$ cat config.mk
export PLATFORM = sky130hd
export DESIGN_NAME = dbus_bridge
export DESIGN_NICKNAME = d
export VERILOG_FILES = /design/src/rtl/dbus_bridge.sv
export SDC_FILE = /design/constraint.sdc
export NUM_CORES = 1
export LEC_CHECK = 0
export CELL_PAD_IN_SITES_DETAIL_PLACEMENT = 0
export CELL_PAD_IN_SITES_GLOBAL_PLACEMENT = 1
export CORE_MARGIN = 1.5
export CORE_UTILIZATION = 37
export DETAILED_ROUTE_END_ITERATION = 7
export PLACE_DENSITY = 0.8
export REMOVE_ABC_BUFFERS = 1
export SYNTH_ARGS = -nofsm -noshare
export SYNTH_HDL_FRONTEND = slang
export SYNTH_SLANG_ARGS = --single-unit
export TNS_END_PERCENT = 20
$ cat constraint.sdc
create_clock -name clk -period 7.3 [get_ports clk]
set_clock_uncertainty 0.2 [all_clocks]
set_input_delay 1.095 -clock clk [delete_from_list [all_inputs] [get_ports clk]]
set_output_delay 1.095 -clock clk [all_outputs]
set_load 0.01 [all_outputs]
$ cat src/rtl/dbus_bridge.sv
// Data-side bridge between the memory stage and a single-outstanding req/ack bus.
// A one-entry posted write buffer lets stores retire at zero wait; loads drain it first.
module dbus_bridge #(
  parameter bit POSTED_WR = 1'b1
) (
  input  logic        clk,
  input  logic        rst,
  input  logic [31:0] busaddr,
  input  logic        rd_req,
  input  logic        wr_req,
  input  logic [31:0] wr_data,
  input  logic [2:0]  data_size,
  output logic        rw_wait,
  output logic [31:0] rd_data,
  output logic [31:0] m_addr,
  output logic        m_req,
  output logic        m_we,
  output logic [3:0]  m_be,
  output logic [31:0] m_wdata,
  input  logic        m_ack,
  input  logic [31:0] m_rdata
);

  typedef enum logic [2:0] {
    S_IDLE,
    S_RD_BUS,
    S_RD_DONE,
    S_WR_BUS,
    S_WB_BUS
  } state_t;

  state_t      r_state;
  state_t      w_next;

  logic        r_wb_valid;
  logic [31:0] r_wb_addr;
  logic [3:0]  r_wb_be;
  logic [31:0] r_wb_data;

  logic        r_m_req;
  logic        r_m_we;
  logic [3:0]  r_m_be;
  logic [31:0] r_m_addr;
  logic [31:0] r_m_wdata;
  logic [31:0] r_rd_data;

  logic [3:0]  w_be;
  logic        w_ack;
  logic        w_rw_wait;
  logic        w_start_rd;
  logic        w_start_wr;
  logic        w_start_drain;
  logic        w_wb_load;
  logic        w_wb_clear;
  logic        w_rd_capture;

  // A stray ack with no request outstanding must not advance anything.
  assign w_ack = m_ack & r_m_req;

  always_comb begin
    case (data_size)
      3'b001:  w_be = 4'b0001 << busaddr[1:0];
      3'b010:  w_be = busaddr[1] ? 4'b1100 : 4'b0011;
      default: w_be = 4'b1111;
    endcase
  end

  always_comb begin
    // NOTE: every output of this block gets a default first, so no path can infer a latch.
    w_next        = r_state;
    w_rw_wait     = 1'b0;
    w_start_rd    = 1'b0;
    w_start_wr    = 1'b0;
    w_start_drain = 1'b0;
    w_wb_load     = 1'b0;
    w_wb_clear    = 1'b0;
    w_rd_capture  = 1'b0;
    case (r_state)
      S_IDLE: begin
        if (r_wb_valid) begin
          w_rw_wait     = rd_req | wr_req;
          w_start_drain = 1'b1;
          w_next        = S_WB_BUS;
        end else if (rd_req) begin
          w_rw_wait  = 1'b1;
          w_start_rd = 1'b1;
          w_next     = S_RD_BUS;
        end else if (wr_req) begin
          if (POSTED_WR) begin
            w_wb_load = 1'b1;
          end else begin
            w_rw_wait  = 1'b1;
            w_start_wr = 1'b1;
            w_next     = S_WR_BUS;
          end
        end
      end
      S_RD_BUS: begin
        w_rw_wait = 1'b1;
        if (w_ack) begin
          // A load flushed while on the bus still completes, but its data is dropped.
          w_rd_capture = rd_req;
          w_next       = rd_req ? S_RD_DONE : S_IDLE;
        end
      end
      S_RD_DONE: w_next = S_IDLE;
      S_WR_BUS: begin
        w_rw_wait = ~w_ack;
        if (w_ack) w_next = S_IDLE;
      end
      S_WB_BUS: begin
        w_rw_wait = rd_req | wr_req;
        if (w_ack) begin
          w_wb_clear = 1'b1;
          w_next     = S_IDLE;
        end
      end
      default: w_next = S_IDLE;
    endcase
  end

  always_ff @(posedge clk or posedge rst) begin
    // NOTE: sequential state uses non-blocking assignments so all registers update together.
    if (rst) begin
      r_state    <= S_IDLE;
      r_wb_valid <= 1'b0;
      r_wb_addr  <= '0;
      r_wb_be    <= '0;
      r_wb_data  <= '0;
      r_m_req    <= 1'b0;
      r_m_we     <= 1'b0;
      r_m_be     <= '0;
      r_m_addr   <= '0;
      r_m_wdata  <= '0;
      r_rd_data  <= '0;
    end else begin
      r_state <= w_next;

      if (w_start_rd) begin
        r_m_req  <= 1'b1;
        r_m_we   <= 1'b0;
        r_m_be   <= 4'b1111;
        r_m_addr <= {busaddr[31:2], 2'b00};
      end else if (w_start_wr) begin
        r_m_req   <= 1'b1;
        r_m_we    <= 1'b1;
        r_m_be    <= w_be;
        r_m_addr  <= {busaddr[31:2], 2'b00};
        r_m_wdata <= wr_data;
      end else if (w_start_drain) begin
        r_m_req   <= 1'b1;
        r_m_we    <= 1'b1;
        r_m_be    <= r_wb_be;
        r_m_addr  <= r_wb_addr;
        r_m_wdata <= r_wb_data;
      end else if (w_ack) begin
        r_m_req <= 1'b0;
      end

      if (w_wb_load) begin
        r_wb_valid <= 1'b1;
        r_wb_addr  <= {busaddr[31:2], 2'b00};
        r_wb_be    <= w_be;
        r_wb_data  <= wr_data;
      end else if (w_wb_clear) begin
        r_wb_valid <= 1'b0;
      end

      if (w_rd_capture) r_rd_data <= m_rdata;
    end
  end

  assign rw_wait = w_rw_wait;
  assign rd_data = r_rd_data;
  assign m_req   = r_m_req;
  assign m_we    = r_m_we;
  assign m_be    = r_m_be;
  assign m_addr  = r_m_addr;
  assign m_wdata = r_m_wdata;

endmodule

### Word level (Yosys, flattened, before mapping)

Cells that the tools add are included.

* bits in registers: 172
* output and inout port bits: 103
* logic and storage cells: 65

* equality and inequality tests: 8
* shift operators: 1
* mux-type cells: 34
* bitwise logic cells: 4
* reductions and logical operators: 7

Operators with widths (number)
* $mux W32: 2
* $mux W1: 21
* $mux W3: 4
* $mux W4: 3
* $pmux W3 S3: 1
* $pmux W4 S2: 1
* $eq A3 B1 Y1 const B: 2
* $eq A3 B2 Y1 const B: 2
* $pmux W1 S4: 1
* $reduce_bool A2 Y1: 2
* $shl A1 B2 Y4 const A: 1
* $eq A3 B3 Y1 const B: 1
* $logic_not A3 Y1: 1
* $ne A3 B3 Y1 const B: 1
* $reduce_and A3 Y1: 1
* $reduce_bool A3 Y1: 1
* $mux W2: 1
* $ne A2 B1 Y1 const B: 1
* $ne A2 B2 Y1 const B: 1
* $not A1 Y1: 2
* $reduce_and A2 Y1: 1
* $reduce_or A2 Y1: 1
* $and A1 B1 Y1: 1
* $or A1 B1 Y1: 1

### Depth between registers and ports, before layout

Gate-level depths: netlist of run 1.

* word-level depth: 5
* mapped depth: 7
* depth with buffers taken out: 3

### Worst setup path before layout of run 1

OpenSTA, ideal clock, no wires.

* path kind: input port to output port
* from: input port rd_req
* to: output port rw_wait
* arrival: 1810 ps
* setup slack: 4195 ps
* stages on the path: 4
* buffers on the path: 2
* cells stage by stage: buf_2 -> clkbuf_1 -> a21oi_1 -> o22ai_1

* word-level cells in the longest chain between the ends: 3

Ends and longest elaborated chain
* start: declaration: line 9 `input logic rd_req,`
* $mux W1 or $or A1 B1 Y1 (tied branches)
* $mux W1: line 80 `if (r_wb_valid) begin`
* $pmux W1 S4 *: line 78 `case (r_state)`
* end: declaration: line 13 `output logic rw_wait,`

Every way passes the cells marked *; elsewhere a longest branch is shown, timed or not.

### Final worst setup path of run 1

* from: input port rd_req
* to: register r_wb_data[14]

* word-level cells in the longest chain between the ends: 3

Ends and longest elaborated chain
* $mux W1: line 84 `end else if (rd_req) begin`
* $mux W1: line 80
* $mux W1: line 78
* end signal: assignment: line 164 `r_wb_data <= wr_data;`
* end: declaration: line 38 `logic [31:0] r_wb_data;`

No other way between the ends.
A chain may end at the register's enable or synchronous reset.

==> results of run 1 <==
-- routing by layer --
layer | part of all wire | vias to the layer above | routed length (µm)
met1 | 0.42 | 2402 | 6835
li1 | - | 2205 | -
met2 | 0.49 | 172 | 7923
met3 | 0.074 | 24 | 1210
met5 | 0 | - | 0
met4 | 0.021 | 0 | 339
-- cells in the final DEF, fill, tap and decap left out, types with 2 or more instances in the layout --
cell type and n:
dfrtp_1 170, inv_1 3, nand2b_1 3, clkbuf_16 17, o21bai_1 2, bufinv_16 3, o22a_1 4, mux2_1 36
clkinv_4 2, inv_6 4, mux2_2 90, nand2_1 2, clkinv_2 4, a2bb2oi_1 4, a31oi_1 30, and2_1 3
nor3_4 2, clkdlybuf4s50_1 204, a21oi_1 32, conb_1 2, o21ai_0 34, or2_2 3, buf_4 7, clkinvlp_4 2
nand3_1 31
-- cell type report --
cell class	instances	area, µm²	share of cell area
antenna	1	2.502	0.0002592
clock buffer	18	439.2	0.04549
clock inverter	14	168.9	0.01750
inverter	4	20.02	0.002074
multi-input combinational	291	2389	0.2474
sequential	170	4254	0.4406
tap	229	286.5	0.02968
timing repair buffer	211	2095	0.2170
-- registers in the layout, summed over array words and instances, names as in the netlist, 3 cells and up --
signal,count
m_addr,30
m_be,4
m_wdata,32
r_state,3
r_wb_addr,30
r_wb_be,4
r_wb_data,32
rd_data,32
-- synthesized netlist by cell type --
master and count:
dfrtp_1 170, mux2_2 90, mux2_1 36, o21ai_0 34
a21oi_1 32, nand3_1 31, a31oi_1 30, clkbuf_1 21
buf_4 8, buf_2 7, a2bb2oi_1 4, buf_6 4
inv_1 4, o22a_1 4, and2_1 3, nand2b_1 3
or2_2 3, nand2_1 2, o21bai_1 2, a21o_1 1
and3_1 1, and3b_1 1, conb_1 1, nand4b_1 1
nor2_1 1, nor3_2 1, nor3_4 1, nor3b_1 1
nor4_1 1, nor4b_1 1, o21a_1 1, o22ai_1 1
or3b_4 1, or4_1 1, xnor2_1 1
-- worst max-delay path: cells and delay by family --
family                 cells  cell delay, ns
AND/OR/NAND/NOR            2            1.33
multiplexers               1            0.41
buffers and inverters      3            1.30
-- power groups by stage --
| stage | clock [mW] | sequential [mW] | combinational (mW) |
|---|---|---|---|
| 2_1_floorplan | 0 | 0.979 | 0.0352 |
| 3_3_place_gp | 0 | 0.980 | 0.107 |
| 3_5_place_dp | 0 | 0.981 | 0.110 |
| 4_1_cts | 0.945 | 0.963 | 0.110 |
| 5_1_grt | 0.986 | 0.965 | 0.119 |
| 6_report | 0.919 | 0.964 | 0.108 |
-- per-stage QoR --
stage | util | setup slack (ns) | cell area [µm²] | cells
2_1_floorplan | - | 1.402 | 6643 | 465
3_3_place_gp | 0.5000 | 2.848 | 9044 | 905
3_5_place_dp | 0.5000 | 2.749 | 9044 | 905
4_1_cts | 0.5337 | 3.188 | 9652 | 937
5_1_grt | 0.5338 | 3.022 | 9654 | 938
6_report | 0.5338 | 3.182 | 9654 | 938
-- worst paths after layout --
path	to	depth (start not counted)	slack [ns]	start
worst max-delay path	r_wb_data[14]$_DFFE_PP0P_	6	3.18	rd_req
worst min-delay path	r_wb_addr[15]$_DFFE_PP0P_	1	0.28	r_wb_addr[15]$_DFFE_PP0P_
worst max register to register	r_wb_data[14]$_DFFE_PP0P_	4	4.10	r_state[1]$_DFFE_PP0P_
worst min register to register	r_wb_addr[15]$_DFFE_PP0P_	1	0.28	r_wb_addr[15]$_DFFE_PP0P_
max in group asynchronous	r_wb_data[4]$_DFFE_PP0P_	3	4.40	rst
min in group asynchronous	r_wb_data[16]$_DFFE_PP0P_	2	1.03	rst
-- logic make-up (layout without fill, tap and decap cells) --
family / Yosys count / in the layout / share of synthesized area
DFF: 170 / 170 / 0.6203
muxes: 126 / 126 / 0.2069
AOI/OAI and AO/OA: 109 / 109 / 0.09104
and+or+nand+nor: 53 / 53 / 0.04580
buffers and inverters: 44 / 247 / 0.03412
other: 1 / 3 / 0.0005468
xor gates and xnor gates: 1 / 1 / 0.001277
==> metrics.md, run 1 <==
| Metric | Value |
|---|---|
| Violations in the final reports | design-rule violations |
| Element type at the critical path start | input pin |
| Number of different library cells in the post-synthesis netlist | 35 |
| Aggregate global routing overflow | 0 |
| Clock tree from TritonCTS | done |
| Initial antenna violation count | 1 |
| Routed wire per std cell | between 15 and 20 µm |
| Number of buffers added by the clock tree synthesis step | 17 |
| Number of warnings printed during yosys synthesis | 0 |
| Crit Path Class | input pin to register |
| Placeable core area | between 0.015 and 0.02 mm² |
| Combinational fraction of design power | 0.054 |
| Element type at the critical path end | register |
| Slowest cell delay on critical path | 0.87 ns |
| Total of fill cells in the finished design | about 1,500 |
| First-pass GRT wire length | 27,050 µm |
| Share of power burned in registers | 0.484 |
| Clock network fraction of design power | 0.462 |
| Power density normalized to cell area | slightly above 200 mW/mm² |
| Sum of internal, switching and leakage power | 1.991 mW |
| Transition time of the tightest slew-check pin | ~1.3 ns |
| Worst hold margin | roughly 0.28 ns |
| Buffer count from post-CTS setup fixing | 0 |
| Die boundary height | roughly 140 µm |
| Post-synth design cell area | 0.006858 mm² |
| Cell with the largest stage delay on the worst path | nor3_4 |
| Setup repair after global routing missed its margin | false |
| Number of remaining DRC errors | 10 |
| Number of DRC violations after detailed-routing iteration 0 | 167 |
| Met3 GRT Util | 0.05628 |
| Sequential share of the synthesized area | 0.6203 |
| Series of cell instances along the critical path | clkdlybuf4s50_1 > buf_4 > or3b_4 > nor3_4 > buf_4 > mux2_2 |
| Fin crit share | 0.5640 |
| Total track usage | 0.1749 |
| Required arrival time at the worst endpoint | approximately 7.4 ns |
| Setup Total Neg Slack | 0 ns |
| Number of nets in the finished design | about 800 |
| Setup-failing EPs final | 0 |
| Remaining max-slew budget at the tightest pin | 0.1036 |
| Starting density of the core | 0.3792 |
| DRT antenna net count | 0 |
| Resized Gates After CTS | 0 |
| Maximum buffer depth of the clock tree | 2 |
| Largest area contributor in the netlist | dfrtp_1 |
| Final weighted congestion in routability-driven placement | ~0.7 |
| Busiest layer in global routing | met2 |
| Port Buf Inserts | approximately 200 |
| Total via count in the routed design | between 4,000 and 5,000 |
| Reported max-cap violation count | 0 |
| Internal cell power | approximately 1.6 mW |
| Area growth syn-to-layout | 40.78% |
| Synthesized area per cell | roughly 14 µm² |
| Maximum operating frequency | around 0.24 GHz |
| Number of buffers added to fix hold violations after cts | 0 |
| Post-DP HPWL | 10,810 µm |
| Post-detailed-route via-to-cell ratio | approximately 5.1 |
| Layout cell share with drive strength beyond 1 | 0.1949 |
| Most numerous cell on the critical path | buf_4 |
| Hold Violations, Final | 0 |
| Placement row count | between 40 and 50 |
| Global routing met2 resource utilization | 0.2834 |
| WL final | approximately 16,000 µm |
| Area of the die | between 0.015 and 0.02 mm² |
| Switching power share of the total | 0.2126 |
| Number of placed I/O pins | between 200 and 250 |
| Largest driver fanout on the critical path | 43 |
| Leakage power total | about 4.4 nW |
| Data arrival time of the critical path | between 4 and 5 ns |
| Count of clock tree sinks | 170 |
| Total count of max-transition violations in the final report | 0 |
| Flip-flop and latch count after synthesis | between 150 and 200 |
| Type of the worst min-delay path | register to register |
| Drt pass-1 iters | 7 |
| Cell count after synthesis | around 500 |
| Vias in the first global route | between 5,000 and 6,000 |
| VDD IR max | around 0.14 mV |
| Width of the chip | 139.1 µm |
| Clock Root Buffer | clkbuf_16 |
| Largest net degree at the start of global routing | approximately 100 |
| Clock insertion delay at the later pin of the skew report | around 0.42 ns |
| Final critical delay including setup and external delays | between 4 and 5 ns |
| Share of Yosys cell area claimed by the top area cell type | 0.6203 |
| Top cells by area, synth | dfrtp_1 62%, mux2_2 15%, mux2_1 5.9%, a31oi_1 2.7%, o21ai_0 2.5% |
| Power spent charging and discharging nets | around 0.42 mW |
| Run status | complete, but fails checks |
| H-Tree Depth | 4 |
| Reg clk slew, reported paths | 0.06 ns |
| Met1 GRT Util | 0.2176 |
(Power assumes the default switching activity.)
==> run 2: changes to the inputs <==
--- a/config.mk
+++ b/config.mk
@@ -8,9 +8,9 @@
 export CELL_PAD_IN_SITES_DETAIL_PLACEMENT = 0
 export CELL_PAD_IN_SITES_GLOBAL_PLACEMENT = 1
 export CORE_MARGIN = 1.5
-export CORE_UTILIZATION = 37
+export CORE_UTILIZATION = 34
 export DETAILED_ROUTE_END_ITERATION = 7
-export PLACE_DENSITY = 0.8
+export PLACE_DENSITY = 0.78
 export REMOVE_ABC_BUFFERS = 1
 export SYNTH_ARGS = -nofsm -noshare
 export SYNTH_HDL_FRONTEND = slang
==> constraint.sdc (replaced) <==
create_clock -name clk -period 3.6 [get_ports clk]
set_clock_uncertainty 0.2 [all_clocks]
set_input_delay 0.54 -clock clk [delete_from_list [all_inputs] [get_ports clk]]
set_output_delay 0.54 -clock clk [all_outputs]
set_load 0.01 [all_outputs]
==> run 2 against run 1 <==
  * Largest power group unchanged
  * Worst hold slack got worse by 0.0025 ns
  * Sequential cell count unchanged
  * Non-clock buffer count increased by 5
  * Routed wire length increased by 3.1%
  * Worst setup slack got worse by 2.4 ns
  * The run now ends clean
  * Die area increased by 8.6%
  * Via count increased by 1.8%
  * Total power increased by 100%
  * Critical path depth decreased by 3
  * Core utilization decreased by 3.7 points
  * Combinational power increased by 110%
  * Critical path type is now register to output pin
==> metrics.md, run 2 (synthesis results as in run 1) <==
| Metric | Value |
|---|---|
| Drt pass-1 iters | 4 (was 7) |
| Leakage power total | 4.375 nW (was 4.353 nW) |
| Total track usage | 0.1634 (was 0.1749) |
| Hold Violations, Final | 0 (unchanged) |
| Power density normalized to cell area | 414.2 mW/mm² (was 206.2 mW/mm²) |
| Count of clock tree sinks | 170 (unchanged) |
| VDD IR max | 0.3069 mV (was 0.1439 mV) |
| Area growth syn-to-layout | 42.26% (was 40.78%) |
| Setup repair after global routing missed its margin | false (unchanged) |
| Launch point of the critical path | r_state[1]$_DFFE_PP0P_ (was rd_req) |
| Reg clk slew, reported paths | 0.06 ns (about the same) |
| Final setup slack of the worst path | 0.7967 ns (was 3.182 ns) |
| Number of remaining DRC errors | 0 (was 10) |
| Reported max-cap violation count | 0 (unchanged) |
| Element type at the critical path start | register (was input pin) |
| Setup-failing EPs final | 0 (unchanged) |
| Most used cells in the layout excluding fill and tap cells | 204 x clkdlybuf4s50_1, 170 x dfrtp_1, 90 x mux2_2 (unchanged) |
| Most common cell after layout, fill and taps aside | clkdlybuf4s50_1 (unchanged) |
| Routed wire per std cell | 17.20 µm (was 17.39 µm) |
| Required arrival time at the worst endpoint | 2.86 ns (was 7.40 ns) |
| Buffer count from post-CTS setup fixing | 0 (unchanged) |
| Layout cell share with drive strength beyond 1 | 0.1964 (was 0.1949) |
| Number of nets in the finished design | 804 (was 799) |
| Run status | finished clean (was complete, but fails checks) |
| Vias in the first global route | 5,117 (was 5,195) |
| Aggregate global routing overflow | 0 (unchanged) |
| Largest net degree at the start of global routing | 72 (was 103) |
| Pre-CTS WS | 0.7758 ns (was 2.749 ns) |
| Clock tree from TritonCTS | done (unchanged) |
| Total via count in the routed design | 4,888 (was 4,803) |
| Final weighted congestion in routability-driven placement | 0.8001 (was 0.7185) |
| H-Tree Depth | 4 (unchanged) |
| Post-detailed-route via-to-cell ratio | 4.998 (was 5.120) |
| Transition time of the tightest slew-check pin | 0.9636 ns (was 1.345 ns) |
| Number of buffers added by the clock tree synthesis step | 17 (unchanged) |
| Total count of max-transition violations in the final report | 0 (unchanged) |
| Critical path buffers and inverters | 1 (was 3) |
| Resized Gates After CTS | 0 (unchanged) |
| DRT antenna net count | 0 (unchanged) |
| Area of the die | 0.02103 mm² (was 0.01936 mm²) |
| Series of cell instances along the critical path | or2_2 > o22ai_1 > clkdlybuf4s50_1 (was clkdlybuf4s50_1 > buf_4 > or3b_4 > nor3_4 > buf_4 > mux2_2) |
| Origin of the worst min-delay path | r_wb_addr[9]$_DFFE_PP0P_ (was r_wb_addr[15]$_DFFE_PP0P_) |
| Port Buf Inserts | 204 (unchanged) |
| Beginning of the worst register-to-register path | r_state[2]$_DFFE_PP0P_ (was r_state[1]$_DFFE_PP0P_) |
| Clock Root Buffer | clkbuf_16 (unchanged) |
| Starting density of the core | 0.3489 (was 0.3792) |
| Remaining max-slew budget at the tightest pin | 0.3576 (was 0.1036) |
| Final Util | 0.4964 (was 0.5338) |
| Maximum buffer depth of the clock tree | 2 (unchanged) |
| Type of the worst min-delay path | register to register (unchanged) |
| Number of placed I/O pins | 207 (unchanged) |
| First-pass GRT wire length | 27,260 µm (was 27,050 µm) |
| Width of the chip | 145.0 µm (was 139.1 µm) |
| Post-DP HPWL | 11,390 µm (was 10,810 µm) |
| Number of DRC violations after detailed-routing iteration 0 | 190 (was 167) |
| Fin crit share | 0.7787 |
| Crit Path Class | register to output pin (was input pin to register) |
| Die boundary height | 145.0 µm (was 139.1 µm) |
| Clock insertion delay at the later pin of the skew report | 0.41 ns (was 0.42 ns) |
| Data arrival time of the critical path | 2.06 ns (was 4.22 ns) |
| WL final | 16,820 µm (was 16,310 µm) |
| Number of buffers added to fix hold violations after cts | 0 (unchanged) |
| Maximum operating frequency | about 0.36 GHz |
| Slowest cell delay on critical path | 0.60 ns (was 0.87 ns) |
| Initial antenna violation count | 0 (was 1) |
| Placeable core area | 0.01965 mm² (was 0.01809 mm²) |
| Cell with the largest stage delay on the worst path | clkdlybuf4s50_1 (was nor3_4) |
| Worst hold margin | 0.2794 ns (was 0.2819 ns) |
| Family with the most delay on the worst path | buffers and inverters (was simple AND/OR/NAND/NOR gates) |
| Setup slack, reg-to-reg | 1.19 ns (was 4.10 ns) |
| Number of diodes added for antenna fixing | 0 (was 1) |
| Element type at the critical path end | output pin (was register) |
| Final critical delay including setup and external delays | around 2.8 ns |
| Placement row count | 51 (was 49) |
| Largest driver fanout on the critical path | 7 (was 43) |
run 2: cell count changes in the layout (fill, tap and decap cells not counted), sizes merged:
cell,delta
clkbuf,+4
diode,-1
clkinv,-4
buf,+5
inv,-1
clkinvlp,+1
run 2: path summary, 6_finish.rpt:
path / to / cells after the start
max in group asynchronous: m_wdata[6]$_DFFE_PP0P_ / 3
hold reg to reg: r_wb_addr[9]$_DFFE_PP0P_ / 1
hold / removal: r_wb_addr[9]$_DFFE_PP0P_ / 1
min in group asynchronous: rd_data[20]$_DFFE_PP0P_ / 2
setup / recovery: rw_wait / 3
setup reg to reg: m_wdata[22]$_DFFE_PP0P_ / 5
run 2: final cells by class:
class,instances,area [µm²]
clock buffer,22,464.2
clock inverter,10,140.1
fill,1801,9898
inverter,4,20.02
multi-input combinational,291,2389
sequential,170,4254
tap,265,331.6
timing repair buffer,216,2157
run 2: through the flow:
step	total power [mW]	instance area, µm²	cells	TNS (ns)
6_report	4.041	9756	978	0
5_1_grt	4.214	9756	978	0
2_1_floorplan	2.056	6643	465	-296.39
4_1_cts	4.099	9756	978	0
3_5_place_dp	2.218	9151	946	0
3_3_place_gp	2.209	9151	946	0
run 2: power breakdown:
group | total [mW] | switching, mW | leakage (nW) | internal, mW
combinational | 0.225 | 0.0958 | 1.76 | 0.129
sequential | 1.95 | 0.0146 | 2.33 | 1.94
clock | 1.86 | 0.730 | 0.287 | 1.13
run 2: routing by layer:
metal,global-route usage,routed length [µm]
met5,0,0
met4,0.05670,335
met3,0.06352,1400
met2,0.2667,8301
met1,0.1965,6783
